==> src/rtl/csla_arbiter.sv <==
// Round-robin arbiter feeding one shared carry-select adder through a two-stage pipeline.
// Optional per-requester grant counters are enabled by defining CSLA_ARB_GNT_CNT_EN.
module csla_arbiter #(
  parameter int unsigned WIDTH = 29,
  parameter int unsigned NREQ  = 4,
  parameter int unsigned IDW   = 2
) (
  input  logic                    clk,
  input  logic                    rst,
  input  logic [NREQ-1:0]         i_req_valid,
  input  logic [NREQ*WIDTH-1:0]   i_X_0,
  input  logic [NREQ*WIDTH-1:0]   i_X_1,
  output logic [NREQ-1:0]         o_req_ready,
  output logic                    o_valid,
  output logic [WIDTH:0]          o_S,
  output logic [IDW-1:0]          o_id,
  input  logic                    i_ready,
`ifdef CSLA_ARB_GNT_CNT_EN
  output logic [NREQ*16-1:0]      o_gnt_cnt,
`endif
  output logic                    o_busy
);

  localparam int unsigned LOW  = (WIDTH < 5) ? WIDTH : 5;
  localparam int unsigned NBLK = (WIDTH - LOW + 5) / 6;
  localparam int unsigned PW   = LOW + 6 * NBLK;

  logic             r_a_valid;
  logic [WIDTH-1:0] r_a_x0;
  logic [WIDTH-1:0] r_a_x1;
  logic [IDW-1:0]   r_a_id;
  logic             r_b_valid;
  logic [WIDTH:0]   r_b_s;
  logic [IDW-1:0]   r_b_id;
  logic [IDW-1:0]   r_ptr;

  logic             w_out_xfer;
  logic             w_b_load;
  logic             w_a_accept;
  logic             w_found;
  logic             w_req_xfer;
  logic [IDW-1:0]   w_gnt_id;
  logic [IDW-1:0]   w_idx;
  logic [IDW:0]     w_pos;
  logic [NREQ-1:0]  w_gnt_oh;
  logic [WIDTH-1:0] w_sel_x0;
  logic [WIDTH-1:0] w_sel_x1;
  logic [WIDTH:0]   w_sum;

  logic [PW-1:0]    w_pa;
  logic [PW-1:0]    w_pb;
  logic [PW-1:0]    w_ps;
  logic             w_c;
  logic [6:0]       w_blk0;
  logic [6:0]       w_blk1;
  logic [PW:0]      w_full;

  assign w_out_xfer = r_b_valid & i_ready;
  assign w_b_load   = r_a_valid & (~r_b_valid | w_out_xfer);
  assign w_a_accept = ~r_a_valid | w_b_load;

  // Search p, p+1, ... wrapping at NREQ; first valid requester wins.
  always_comb begin
    w_found  = 1'b0;
    w_gnt_id = '0;
    w_pos    = '0;
    w_idx    = '0;
    for (int unsigned i = 0; i < NREQ; i++) begin
      w_pos = {1'b0, r_ptr} + (IDW+1)'(i);
      if (w_pos >= (IDW+1)'(NREQ)) w_pos = w_pos - (IDW+1)'(NREQ);
      w_idx = w_pos[IDW-1:0];
      if (!w_found && i_req_valid[w_idx]) begin
        w_found  = 1'b1;
        w_gnt_id = w_idx;
      end
    end
  end

  always_comb begin
    w_gnt_oh = '0;
    if (w_found) w_gnt_oh[w_gnt_id] = 1'b1;
  end

  // Ready is forced low while reset is held, independent of the clock.
  assign o_req_ready = (rst && w_a_accept) ? w_gnt_oh : '0;
  assign w_req_xfer  = w_found & w_a_accept;
  assign w_sel_x0    = i_X_0[w_gnt_id*WIDTH +: WIDTH];
  assign w_sel_x1    = i_X_1[w_gnt_id*WIDTH +: WIDTH];

  // Carry-select adder: 5-bit ripple base, then 6-bit units each precomputing
  // both carry-in cases. Operands are zero-padded to whole units, so the bit
  // just above WIDTH in the padded sum is the true carry-out.
  always_comb begin
    w_pa   = PW'(r_a_x0);
    w_pb   = PW'(r_a_x1);
    w_ps   = '0;
    w_c    = 1'b0;
    w_blk0 = '0;
    w_blk1 = '0;
    {w_c, w_ps[LOW-1:0]} = {1'b0, w_pa[LOW-1:0]} + {1'b0, w_pb[LOW-1:0]};
    for (int unsigned j = 0; j < NBLK; j++) begin
      w_blk0 = {1'b0, w_pa[LOW+6*j +: 6]} + {1'b0, w_pb[LOW+6*j +: 6]};
      w_blk1 = {1'b0, w_pa[LOW+6*j +: 6]} + {1'b0, w_pb[LOW+6*j +: 6]} + 7'd1;
      w_ps[LOW+6*j +: 6] = w_c ? w_blk1[5:0] : w_blk0[5:0];
      w_c = w_c ? w_blk1[6] : w_blk0[6];
    end
  end

  assign w_full = {w_c, w_ps};
  assign w_sum  = w_full[WIDTH:0];

  always_ff @(posedge clk or negedge rst) begin
    if (!rst) begin
      r_a_valid <= 1'b0;
      r_a_x0    <= '0;
      r_a_x1    <= '0;
      r_a_id    <= '0;
      r_b_valid <= 1'b0;
      r_b_s     <= '0;
      r_b_id    <= '0;
      r_ptr     <= '0;
    end else begin
      if (w_req_xfer) begin
        r_a_valid <= 1'b1;
        r_a_x0    <= w_sel_x0;
        r_a_x1    <= w_sel_x1;
        r_a_id    <= w_gnt_id;
        r_ptr     <= (w_gnt_id == IDW'(NREQ - 1)) ? '0 : w_gnt_id + 1'b1;
      end else if (w_b_load) begin
        r_a_valid <= 1'b0;
      end
      if (w_b_load) begin
        r_b_valid <= 1'b1;
        r_b_s     <= w_sum;
        r_b_id    <= r_a_id;
      end else if (w_out_xfer) begin
        r_b_valid <= 1'b0;
      end
    end
  end

  assign o_valid = r_b_valid;
  assign o_S     = r_b_s;
  assign o_id    = r_b_id;
  assign o_busy  = r_a_valid | r_b_valid;

`ifdef CSLA_ARB_GNT_CNT_EN
  logic [15:0] r_gnt_cnt [NREQ];

  always_ff @(posedge clk or negedge rst) begin
    if (!rst) begin
      for (int unsigned k = 0; k < NREQ; k++) r_gnt_cnt[k] <= '0;
    end else if (w_req_xfer) begin
      r_gnt_cnt[w_gnt_id] <= r_gnt_cnt[w_gnt_id] + 16'd1;
    end
  end

  always_comb begin
    o_gnt_cnt = '0;
    for (int unsigned k = 0; k < NREQ; k++) o_gnt_cnt[k*16 +: 16] = r_gnt_cnt[k];
  end
`endif

endmodule

==> config.mk <==
export PLATFORM = sky130hd
export DESIGN_NAME = csla_arbiter
export DESIGN_NICKNAME = d
export VERILOG_FILES = /design/src/rtl/csla_arbiter.sv
export SDC_FILE = /design/constraint.sdc
export NUM_CORES = 1
export LEC_CHECK = 0
export ABC_AREA = 1
export BUFFER_PORTS_ARGS = -buffer_cell sky130_fd_sc_hd__buf_2
export CAP_MARGIN = 30
export CORE_MARGIN = 3
export CORE_UTILIZATION = 35
export CTS_CLUSTER_SIZE = 16
export DETAILED_ROUTE_END_ITERATION = 8
export PLACE_DENSITY = 0.67
export SLEW_MARGIN = 0
export SYNTH_ARGS = -nofsm -noshare
export SYNTH_HDL_FRONTEND = slang
export SYNTH_SLANG_ARGS = --single-unit
==> constraint.sdc <==
create_clock -name clk -period 2.48 [get_ports clk]
set_input_delay 0.496 -clock clk [delete_from_list [all_inputs] [get_ports clk]]
set_output_delay 0.496 -clock clk [all_outputs]
set_load 0.005 [all_outputs]
==> results.md <==
- Arr. time, crit path: 2.33 ns
- CP Cell Sequence: buf_6 -> nand2_2 -> o21ai_2 -> nand2_1 -> nand2_4 -> inv_4 -> nand2_4 -> nor2_4 -> nand2_2 -> o2111ai_4 -> nand2_4 -> buf_12 -> ha_4 -> nand3_2 -> inv_2 -> buf_6
- Layout cell share with drive strength beyond 1: 37.0%
- Flops & latches, synth: 96
- Slew margin rel.: 65.5%
- Crit-path slowest cell: dfrtp_2
- Overall routing resource usage: 20.7%
- Syn avg cell area: 7.41 µm²
- Min cycle time layout: 2.83 ns
- DRT Pass-1 Iters: 5
- Vias in the first global route: 7,816
- First-pass GRT wire length: 39,600 µm
- Dpl ws: -0.148 ns
- Clock sinks: 96
- Die area: 0.0239 mm²
- Total Neg Setup Slack: -4.53 ns
- Final hold violation count: 0
- FF-to-FF path depth: 17
- Ranking of synthesized cells by area: dfrtp_1, nand2_1, nand3_1
- Post-synth EDFFs: 0
- Die Width: 155 µm
- Sequential fraction of the synthesis area: 31.0%
- Syn. warnings: 0
- Worst R2R End: o_S[29]
- FMAX: 0.354 GHz
- RSZ-0062 raised after global routing: true
- Mapped Area: 0.00774 mm²
- R2r setup slk: -0.27 ns
- Crit. path cell count: 16
- Yosys top cell by area: dfrtp_1
- CTS tree: yes
- Via count: 8,089
- Slew Limit Fails: 0
- HPWL Detailed: 19,900 µm
- NumNets Final: 1,659
- # diodes: 0
- Critical Path Sink: o_req_ready[1]
- Largest net degree at the start of global routing: 97
- Routed Antenna Nets: 0
- Initial antenna violation count: 1
- Core box area: 0.0214 mm²
- Hold Path Class: in -> async
- Dpl cells: 1,605
- Final Setup Violations: 22
- Post-Layout Cell Count: 1,658
- Std cell rows: 53
- Via/cell ratio: 4.88
- Setup WS post-layout: -0.346 ns
- Asr flop ratio synth: 100%
- Status: finished with violations
- # port buffers: 276
- Worst-path fanout max: 5
- WP buf/inv: 5
- Synth Flop Type: dfrtp_1
- Max_cap viols: 0
- Final period util: 114%
- GPL Wtd Cong: 0.893
- Syn Inst Count: 1,044
- Crit path from: r_ptr[0]
- WS Path Type: reg -> out
- Initial core utilization: 36.3%
- IO Pins: 277
- Worst slew pin tran: 0.515 ns
- Cell family with most CP delay: simple AND/OR/NAND/NOR gates
- Reg2reg start: r_a_x1[5]
- CP most frequent cell: nand2_4
- WL final: 26,300 µm
- Critical path required time: 1.98 ns
- Slowest cell delay on critical path: 0.49 ns
- CTS H-tree depth: 3
- WL/cell: 15.9 µm
- Residual DRC count: 0
- Die Y: 155 µm
- DRT iter0 DRCs: 405
- Synth Net Count: 1,325
- Clock Tree Buf Depth: 2
- Fin Clk Skew: 0.00968 ns
- Root Driver: clkbuf_16
- Yosys top cell area share: 31.0%
- Failing checks: setup timing
- CTS buffer count: 9
- Type of element capturing the critical path: output pin
- Worst-path clk slew: 0.07 ns
- GRT overflow: 0
- Post-Route Utilization: 50.9%
- Layout area overhead: 40.3%
- Clk_lat worst skew: 0.36 ns
- Startpoint Class: flop
- Hold buffers post-CTS: 0
- Unique cell type count in the Yosys netlist: 44
[flip-flops by register name, indices dropped and copies added, names as in the netlist]
signal and count:
o_S 30, r_a_x0 29, r_a_x1 29, o_id 2
r_a_id 2, r_ptr 2, o_valid 1, r_a_valid 1
[final cells by class]
cell class,count,area [µm²]
well taps,275,344
clock inverters,5,41.3
repair buffers,370,2390
fillers,2120,10500
inverters,71,289
flip-flops and latches,96,2400
multi-input cells,830,5150
clock buffers,11,243
[stage by stage]
| stage | cell area, µm² | hold WS [ns] |
|---|---|---|
| after floorplan | 7840 | 0.200 |
| after global placement | 9790 | 0.462 |
| after detailed placement | 9790 | 0.462 |
| after CTS | 10500 | 0.252 |
| after global routing | 10900 | 0.278 |
| final | 10900 | 0.229 |
[cell usage after synthesis, types with 4 or more instances]
| master | n |
|---|---|
| nand2_2 | 6 |
| buf_4 | 9 |
| dfrtp_1 | 96 |
| fa_1 | 5 |
| buf_2 | 20 |
| or2_1 | 76 |
| xnor2_1 | 7 |
| nand3b_1 | 6 |
| buf_6 | 15 |
| or2_0 | 23 |
| o211ai_1 | 30 |
| a21oi_1 | 65 |
| o21ai_0 | 23 |
| nand4_1 | 11 |
| clkbuf_1 | 5 |
| or2_2 | 12 |
| o21ai_1 | 4 |
| inv_1 | 67 |
| o211ai_2 | 28 |
| nor2_1 | 47 |
| xor2_1 | 18 |
| nand2_1 | 302 |
| nand3_1 | 105 |
| ha_1 | 37 |
| a31oi_1 | 4 |
[worst min path at each step]
| stage | end | slack, ns | depth (start not counted) |
|---|---|---|---|
| floorplan | o_S[0] | 0.20 | 0 |
| global placement | o_id[0] | 0.46 | 2 |
| detailed placement | o_S[7] | 0.46 | 2 |
| CTS | r_a_x0[0] | 0.25 | 2 |
| global route | r_a_x0[0] | 0.28 | 2 |
| finish | r_a_x0[0] | 0.23 | 2 |
[what timing repair did]
action / CTS / global route
setup endpoints to repair: 49 / 85
resized for setup: 51 / 61
gates cloned: 3 / 4
setup buffers: 19 / 14
pin swaps: 24 / 45
[cell families (layout without fill, tap and decap cells)]
family / count (synthesis) / after routing / share of synthesized area [%]
adders and majority gates: 42 / 42 / 7.27
and+or+nand+nor: 598 / 602 / 35.8
buffers and inverters: 122 / 457 / 8.42
AOI/OAI and AO/OA: 161 / 161 / 14.6
xor gates and xnor gates: 25 / 25 / 2.83
DFF: 96 / 96 / 31.0
[cell usage in the layout, fill, tap and decap left out, types with 16 or more instances in the layout]
cell / n
nand2_1: 280
buf_2: 274
dfrtp_1: 94
nand3_1: 92
or2_1: 72
inv_1: 64
a21oi_1: 62
buf_4: 62
nor2_1: 42
ha_1: 32
o211ai_1: 30
o211ai_2: 24
or2_0: 23
xor2_1: 16
[metal layers]
layer  GRT usage [%]  up-vias  wire, µm
li1                -     4109         -
met1            27.3     3742     11400
met2            35.3      216     13300
met3            3.78       20      1330
met4            5.00        2       238
met5               0        -        13
Power is not shown: default switching activity piles up to over one toggle a cycle in this logic, so the estimate is an artifact.
